File: config.mk
export PLATFORM = sky130hd
export DESIGN_NAME = rope_bank
export DESIGN_NICKNAME = d
export VERILOG_FILES = /design/src/rtl/rope_pkg.sv /design/src/rtl/rope_ctrl.sv /design/src/rtl/rope_bank.sv
export SDC_FILE = /design/constraint.sdc
export NUM_CORES = 1
export LEC_CHECK = 0
export CORE_AREA = 8 8 148 150
export DETAILED_ROUTE_END_ITERATION = 16
export DIE_AREA = 0 0 156 158
export SYNTH_ARGS = -nofsm -noshare
export SYNTH_HDL_FRONTEND = slang
export SYNTH_SLANG_ARGS = --single-unit
File: constraint.sdc
create_clock -name clk -period 3.9 [get_ports clk]
set_input_delay 0.975 -clock clk [delete_from_list [all_inputs] [get_ports clk]]
set_output_delay 0.975 -clock clk [all_outputs]
set_load 0.02 [all_outputs]
File: src/rtl/rope_pkg.sv
// rope_pkg: shared state encoding, coordinate type and colour constants for the rope bank.
package rope_pkg;
  typedef logic [10:0] coord_t;
  typedef enum logic [1:0] {IDLE, EXTEND, HOLD} rope_state_e;
  localparam logic [7:0] TRANSPARENT_ENCODING = 8'hFF;
endpackage

File: src/rtl/rope_ctrl.sv
// rope_ctrl: one rope's launch/extend/hold FSM with its left edge, head row and hold counter.
module rope_ctrl
  import rope_pkg::*;
#(
  parameter int FLOOR_Y     = 447,
  parameter int CEIL_Y      = 16,
  parameter int SPEED       = 4,
  parameter int STICKY_MODE = 0,
  parameter int HOLD_FRAMES = 60
) (
  input  logic   clk,
  input  logic   resetN,
  input  logic   startOfFrame,
  input  logic   fire,
  input  logic   hit,
  input  coord_t launchX,
  output logic   active,
  output coord_t ropeX,
  output coord_t headY
);
  rope_state_e state_q, state_d;
  coord_t rope_x_q, rope_x_d, head_y_q, head_y_d;
  logic [15:0] cnt_q, cnt_d;
  logic signed [11:0] step;
  // one extra signed bit keeps the next head row from wrapping past the ceiling
  assign step = $signed({1'b0, head_y_q}) - $signed(12'(SPEED));
  always_comb begin
    state_d = state_q;
    rope_x_d = rope_x_q;
    head_y_d = head_y_q;
    cnt_d = cnt_q;
    if (hit && state_q != IDLE) state_d = IDLE;
    else
      case (state_q)
        IDLE: if (fire) begin
          state_d = EXTEND;
          rope_x_d = launchX;
          head_y_d = coord_t'(FLOOR_Y);
        end
        EXTEND: if (startOfFrame) begin
          if (step > $signed(12'(CEIL_Y))) head_y_d = step[10:0];
          else if (STICKY_MODE != 0) begin
            state_d = HOLD;
            head_y_d = coord_t'(CEIL_Y);
            cnt_d = 16'(HOLD_FRAMES);
          end else state_d = IDLE;
        end
        HOLD: if (startOfFrame) begin
          cnt_d = cnt_q - 16'd1;
          if (cnt_q <= 16'd1) state_d = IDLE;
        end
        default: state_d = IDLE;
      endcase
    if (state_q != IDLE && state_d == IDLE) begin
      head_y_d = coord_t'(FLOOR_Y);
      cnt_d = '0;
    end
  end
  always_ff @(posedge clk or negedge resetN)
    if (!resetN) begin
      state_q <= IDLE;
      rope_x_q <= '0;
      head_y_q <= coord_t'(FLOOR_Y);
      cnt_q <= '0;
    end else begin
      state_q <= state_d;
      rope_x_q <= rope_x_d;
      head_y_q <= head_y_d;
      cnt_q <= cnt_d;
    end
  assign active = state_q != IDLE;
  assign ropeX = rope_x_q;
  assign headY = head_y_q;
endmodule

File: src/rtl/rope_bank.sv
// rope_bank: NUM_ROPES independent ropes with per-pixel hit-test and lowest-index-wins drawing mux.
module rope_bank
  import rope_pkg::*;
#(
  parameter int         NUM_ROPES    = 2,
  parameter int         ROPE_WIDTH_X = 4,
  parameter int         FLOOR_Y      = 447,
  parameter int         CEIL_Y       = 16,
  parameter int         SPEED        = 4,
  parameter int         STICKY_MODE  = 0,
  parameter int         HOLD_FRAMES  = 60,
  parameter logic [7:0] ROPE_COLOR   = 8'h5b
) (
  input  logic                    clk,
  input  logic                    resetN,
  input  logic                    startOfFrame,
  input  coord_t                  pixelX,
  input  coord_t                  pixelY,
  input  logic [NUM_ROPES-1:0]    fire,
  input  logic [NUM_ROPES*11-1:0] launchX,
  input  logic [NUM_ROPES-1:0]    hit,
  output logic                    drawingRequest,
  output logic [7:0]              RGBout,
  output coord_t                  offsetX,
  output coord_t                  offsetY,
  output logic [1:0]              ropeIdx,
  output logic [NUM_ROPES-1:0]    ropeActive,
  output logic [NUM_ROPES*11-1:0] headY
);
  coord_t rope_x [NUM_ROPES];
  coord_t head_y [NUM_ROPES];
  logic draw_q, draw_d;
  logic [7:0] rgb_q, rgb_d;
  coord_t off_x_q, off_x_d, off_y_q, off_y_d;
  logic [1:0] idx_q, idx_d;
  for (genvar g = 0; g < NUM_ROPES; g++) begin : g_rope
    rope_ctrl #(
      .FLOOR_Y(FLOOR_Y), .CEIL_Y(CEIL_Y), .SPEED(SPEED),
      .STICKY_MODE(STICKY_MODE), .HOLD_FRAMES(HOLD_FRAMES)
    ) u_ctrl (
      .clk(clk), .resetN(resetN), .startOfFrame(startOfFrame),
      .fire(fire[g]), .hit(hit[g]), .launchX(launchX[g*11 +: 11]),
      .active(ropeActive[g]), .ropeX(rope_x[g]), .headY(head_y[g])
    );
    assign headY[g*11 +: 11] = head_y[g];
  end
  // scanning downward lets the lowest covering index overwrite the others
  always_comb begin
    draw_d = 1'b0;
    idx_d = '0;
    off_x_d = '0;
    off_y_d = '0;
    for (int i = NUM_ROPES - 1; i >= 0; i--)
      if (ropeActive[i] && pixelX >= rope_x[i] &&
          {1'b0, pixelX} < {1'b0, rope_x[i]} + 12'(ROPE_WIDTH_X) &&
          pixelY >= head_y[i] && pixelY <= coord_t'(FLOOR_Y)) begin
        draw_d = 1'b1;
        idx_d = 2'(i);
        off_x_d = pixelX - rope_x[i];
        off_y_d = pixelY - head_y[i];
      end
    rgb_d = draw_d ? ROPE_COLOR : TRANSPARENT_ENCODING;
  end
  always_ff @(posedge clk or negedge resetN)
    if (!resetN) begin
      draw_q <= 1'b0;
      rgb_q <= 8'h00;
      off_x_q <= '0;
      off_y_q <= '0;
      idx_q <= '0;
    end else begin
      draw_q <= draw_d;
      rgb_q <= rgb_d;
      off_x_q <= off_x_d;
      off_y_q <= off_y_d;
      idx_q <= idx_d;
    end
  assign drawingRequest = draw_q;
  assign RGBout = rgb_q;
  assign offsetX = off_x_q;
  assign offsetY = off_y_q;
  assign ropeIdx = idx_q;
endmodule

======== Word level (Yosys, flattened, before mapping) ========
Cells that the tools add are included.
operators by class
  bitwise logic cells ..................... 2
  $lt $le $gt $ge ......................... 11
  add/sub/neg operators ................... 10
  eq/ne operators ......................... 12
  reduce and logical (&&, ||, !) cells .... 30
  multiplexer cells ....................... 43
operator list
  cell                   number
  $mux 11                14
  $mux 16                8
  $ge 11x11->1           4
  $pmux 11 s2            2
  $sub 11x11->11         4
  $le 16x1->1 const B    2
  $sub 16x1->16 const B  2
  $mux 2                 13
  $add 11x3->12 const B  2
  $gt 12x6->1 const B    2
  $lt 11x12->1           2
  $sub 11x3->12 const B  2
  $logic_and 1x1->1      12
  $ne 3x2->1 const B     4
  $pmux 2 s3             2
  $reduce_and 3->1       4
  $reduce_bool 2->1      6
  $le 11x9->1 const B    1
  $reduce_and 5->1       2
  $logic_not 2->1        4
  $mux 8                 1
  $ne 3x1->1 const B     2
  $reduce_bool 3->1      2
  $eq 2x1->1 const B     2
  4 further kinds        9
word-level totals
  bits of input ports ..................... 51
  flip-flop bits (word level) ............. 113
  output and inout bits ................... 57
  logic and storage cells ................. 121

======== Logic depth before layout (Yosys ltp) ========
  depth in word-level cells ............... 10
  depth in mapped cells ................... 13
  gate-level depth less buffers ........... 12

======== Hierarchy ========
A second synthesis with hierarchy kept.
unflattened totals
  cells, all modules ...................... 855
  area, all modules ....................... 8102.8 um^2
by module, submodules not included
  module     area an instance (um^2)  sequential area each (um^2)  cells an instance  times used
  rope_ctrl  2077.0                   984.7                        199                2
  rope_bank  3948.8                   650.6                        457                1

======== Worst setup path after synthesis ========
No wires, ideal clock.
  kind .................................... input to register
  start ................................... input pixelX[0]
  end ..................................... register off_x_q[5], in the netlist offsetX[5]
  setup slack ............................. 730 ps
  data required time ...................... 3817 ps
  arrival time ............................ 3087 ps
  stages on the path ...................... 12
  cell sequence ........................... inv_1 -> ha_1 -> inv_1 -> fa_1 -> nand2b_1 -> a21oi_1 -> o221ai_1 -> a2bb2oi_1 -> or4_1 -> nand2b_1 -> clkbuf_1 -> o22ai_1
on the way
  word-level cells in the longest chain between the ends .. 7
  elaborated cells on any way between the ends .. 16
ends and longest elaborated chain
  what                            RTL line         RTL
  from (decl)                     rope_bank.sv:17  input coord_t pixelX,
  $ge 11x11->1                    rope_bank.sv:54  if (ropeActive[i] && pixelX >= rope_x[i] &&
  $logic_and 1x1->1 (2 in a row)  rope_bank.sv:54
  $logic_and 1x1->1               rope_bank.sv:55  {1'b0, pixelX} < {1'b0, rope_x[i]} + 12'(ROPE_WIDTH_X) &&
  $logic_and 1x1->1               rope_bank.sv:56  pixelY >= head_y[i] && pixelY <= coord_t'(FLOOR_Y)) begin
  $mux 11                         rope_bank.sv:54
  $mux 11 (*)                     rope_bank.sv:54
  via off_x_d[5]                  rope_bank.sv:34  coord_t off_x_q, off_x_d, off_y_q, off_y_d;
  to (signal assigned)            rope_bank.sv:68  off_x_q <= '0;
  to (signal assigned)            rope_bank.sv:74  off_x_q <= off_x_d;
  to (decl)                       rope_bank.sv:34
The timed path passes the listed nets; every way through them passes the cells marked *.
A chain may end at the register's enable or synchronous reset.

======== Worst setup path after layout ========
  start ................................... input pixelX[0]
  end ..................................... register off_y_q[3], in the netlist offsetY[3]
on the way
  word-level cells in the longest chain between the ends .. 7
  elaborated cells on any way between the ends .. 14
ends and longest elaborated chain
  what                            RTL line         RTL
  $ge 11x11->1                    rope_bank.sv:54
  $logic_and 1x1->1 (2 in a row)  rope_bank.sv:54
  $logic_and 1x1->1               rope_bank.sv:55
  $logic_and 1x1->1               rope_bank.sv:56
  $mux 11                         rope_bank.sv:54
  $mux 11 (*)                     rope_bank.sv:54
  via off_y_d[3]                  rope_bank.sv:34
  to (signal assigned)            rope_bank.sv:75  off_y_q <= off_y_d;
  to (decl)                       rope_bank.sv:34
Marked as above.

==> metrics <==
top-level I/O count=108; crit share post-route=0.896; Antenna Nets Post-Route=0; Rows=52; PwrDens=388 nW/um2; Final Hold Vio Count=0; Psw=1.30 mW; Util after Layout=0.476; clock tree sinks=104; Nets=1085; footprint of the multi-input gates=4610 um2; storage element area=2620 um2; DPL Wire Length=16700 um; clock root cell=clkbuf_16; area delta synth->final=22.3%; critical path class=input pin to register; Tot GR Track Use=0.171; total gr overflow=0; combinational fraction of design power=0.391; CP endpoint kind=register; Mapped Cells=850; synth top area cells=dfrtp_1 (29%), ha_1 (12%), xnor2_1 (5.4%); # resized after CTS=0; First DRT Iteration DRCs=350; syn nets=977; internal power=2.34 mW; Synth area leader=dfrtp_1; ANT cells=0; initial antenna violation count=0; Synth cell types=76; most frequent cells in the layout=clkdlybuf4s50_1 (105), dfrtp_1 (90), inv_1 (74); chip height=158 um; largest net degree at the start of global routing=61; vias in the first global route=6436; H-tree depth=3; postcts setup bufs=0; commonest non-fill, non-tap cell in the layout=clkdlybuf4s50_1; clk slew on worst S/H paths=0.07 ns; leakage=4.15 nW; Switching Fraction=0.357; sequential area share after synthesis=0.341; Post-Route WL=20700 um; Setup TNS=0 ns; Die Width=156 um; CTS Hold Bufs=0; arrival time at the worst endpoint=3.76 ns; total number of vias=6564; Clock Skew=0.00985 ns; Initial Util=0.389; number of enable flip-flop cells after synthesis=0; final slew viol count=0; Yosys warnings=0; clock tree buffer depth=2; Final Worst Setup Slack=0.407 ns; DRT Pass-1 Iters=5; Placeable Area=19700 um2; Filler cells=1907; CTS Buf Count=9; CTS tree=built; placed insts=1217; Remaining DRCs=0; required time worst endpoint=4.17 ns; gp weighted congestion=0.897; WL/cell=16.8 um; Pwr Total=3.64 mW; Hold Slack=0.519 ns; largest fanout on the critical path=15; startpoint types=input pin; Yosys reg bits=104; cell area after synthesis=7670 um2; post-route cell area=9380 um2; Synth top area share=0.294; Clk Latency, worst-skew pair=0.35 ns; pre-CTS setup slack=0.0507 ns; Avg Inst Size Synth=9.03 um2; Slew headroom=0.510; Most used DFF post-synth=dfrtp_1; asr flop ratio synth=1.00; HP Class=register to register; Clk network pwr share=0.249; unrepaired setup endpoints after global routing=false; fmax=0.286 GHz; die area=24600 um2; Port Buf Inserts=106; vias per cell=5.32; min cycle time layout=3.49 ns; Reg power frac=0.360; Post-DP Area=9090 um2; Final setup viols=0; outcome=complete, no violations; worst vdd ir=0.312 mV; Max-cap violations=0; Post-Layout Cell Count=1233; first-pass GRT wire length=33400 um; Worst Max-Slew Pin Slew=0.735 ns; share of cells above drive strength 1=0.0841
-- logic make-up (layout without fill, tap and decap cells) --
logic type,Yosys count,after routing,share of synthesized area
simple gates,260,260,0.172
compound gates,226,226,0.210
flops,104,104,0.341
buf+inv,104,217,0.0571
fa+ha+maj,76,76,0.128
xor+xnor,72,72,0.0822
mux,6,6,0.00832
other cells,2,2,0.000979
-- cells in the mapped netlist, types with 9 or more instances --
| library cell | instances |
|---|---|
| xnor2_1 | 47 |
| dfstp_2 | 14 |
| nand4_1 | 9 |
| a211oi_1 | 11 |
| xor2_1 | 25 |
| o21ai_0 | 51 |
| ha_1 | 72 |
| dfrtp_1 | 90 |
| inv_1 | 74 |
| nor3_1 | 24 |
| nand2_1 | 62 |
| o22ai_1 | 20 |
| clkbuf_1 | 15 |
| a21oi_1 | 40 |
| nand3_1 | 21 |
| o31ai_1 | 9 |
| a21o_1 | 16 |
| o21a_1 | 10 |
| buf_4 | 12 |
| nand2b_1 | 11 |
| nor2_1 | 66 |
-- critical path, stage by stage --
cell and delay (ns):
clkdlybuf4s50_1 0.40, inv_1 0.12, ha_1 0.18, inv_1 0.05, fa_1 0.43, nand2b_1 0.11, a21oi_1 0.06, o221ai_1 0.18
a2bb2oi_1 0.10, or4_1 0.57, nand2b_1 0.19, buf_4 0.21, o22ai_1 0.17
-- state kept, by name, summed over array words and instances, names as in the netlist --
register,cells
ropeIdx,1
g_rope.u_ctrl.state_q,4
offsetY,11
g_rope.u_ctrl.cnt_q,32
RGBout,2
g_rope.u_ctrl.ropeX,22
offsetX,11
g_rope.u_ctrl.headY,20
drawingRequest,1
-- layer usage --
metal	wire, um	track usage
met5	0	0
met4	614	0.0665
met3	1100	0.0281
met2	9140	0.265
met1	9830	0.236
-- worst paths after layout --
path                                                       startpoint                               endpoint  slack [ns]  cells past startpoint
worst min register to register  g_rope[1].u_ctrl.headY[2]$_DFFE_PN1P_  g_rope[1].u_ctrl.headY[2]$_DFFE_PN1P_        0.52                      1
max in group asynchronous                                      resetN  g_rope[0].u_ctrl.headY[0]$_DFFE_PN1P_        2.45                      2
min in group asynchronous                                      resetN  g_rope[1].u_ctrl.ropeX[3]$_DFFE_PN0P_        0.64                      1
worst min-delay path            g_rope[1].u_ctrl.headY[2]$_DFFE_PN1P_  g_rope[1].u_ctrl.headY[2]$_DFFE_PN1P_        0.52                      1
worst max-delay path                                        pixelX[0]                   offsetY[3]$_DFF_PN0_        0.41                     13
worst max register to register  g_rope[1].u_ctrl.ropeX[4]$_DFFE_PN0P_                   offsetY[3]$_DFF_PN0_        0.60                     12
-- final cells by class --
cell class,count,area share
inverters,74,0.0296
clock inverters,4,0.00560
repair buffers,127,0.132
clock buffers,12,0.0252
multi-input cells,642,0.492
flip-flops and latches,104,0.279
well taps,270,0.0360
-- power groups by stage --
stage,clock (mW),sequential (mW),combinational [mW]
6_report,0.905,1.31,1.42
5_1_grt,0.976,1.33,1.59
4_1_cts,0.941,1.31,1.43
3_5_place_dp,0,1.33,1.42
3_3_place_gp,0,1.32,1.42
2_1_floorplan,0,1.32,1.00
Note: power is estimated with default switching activity, not from simulation.
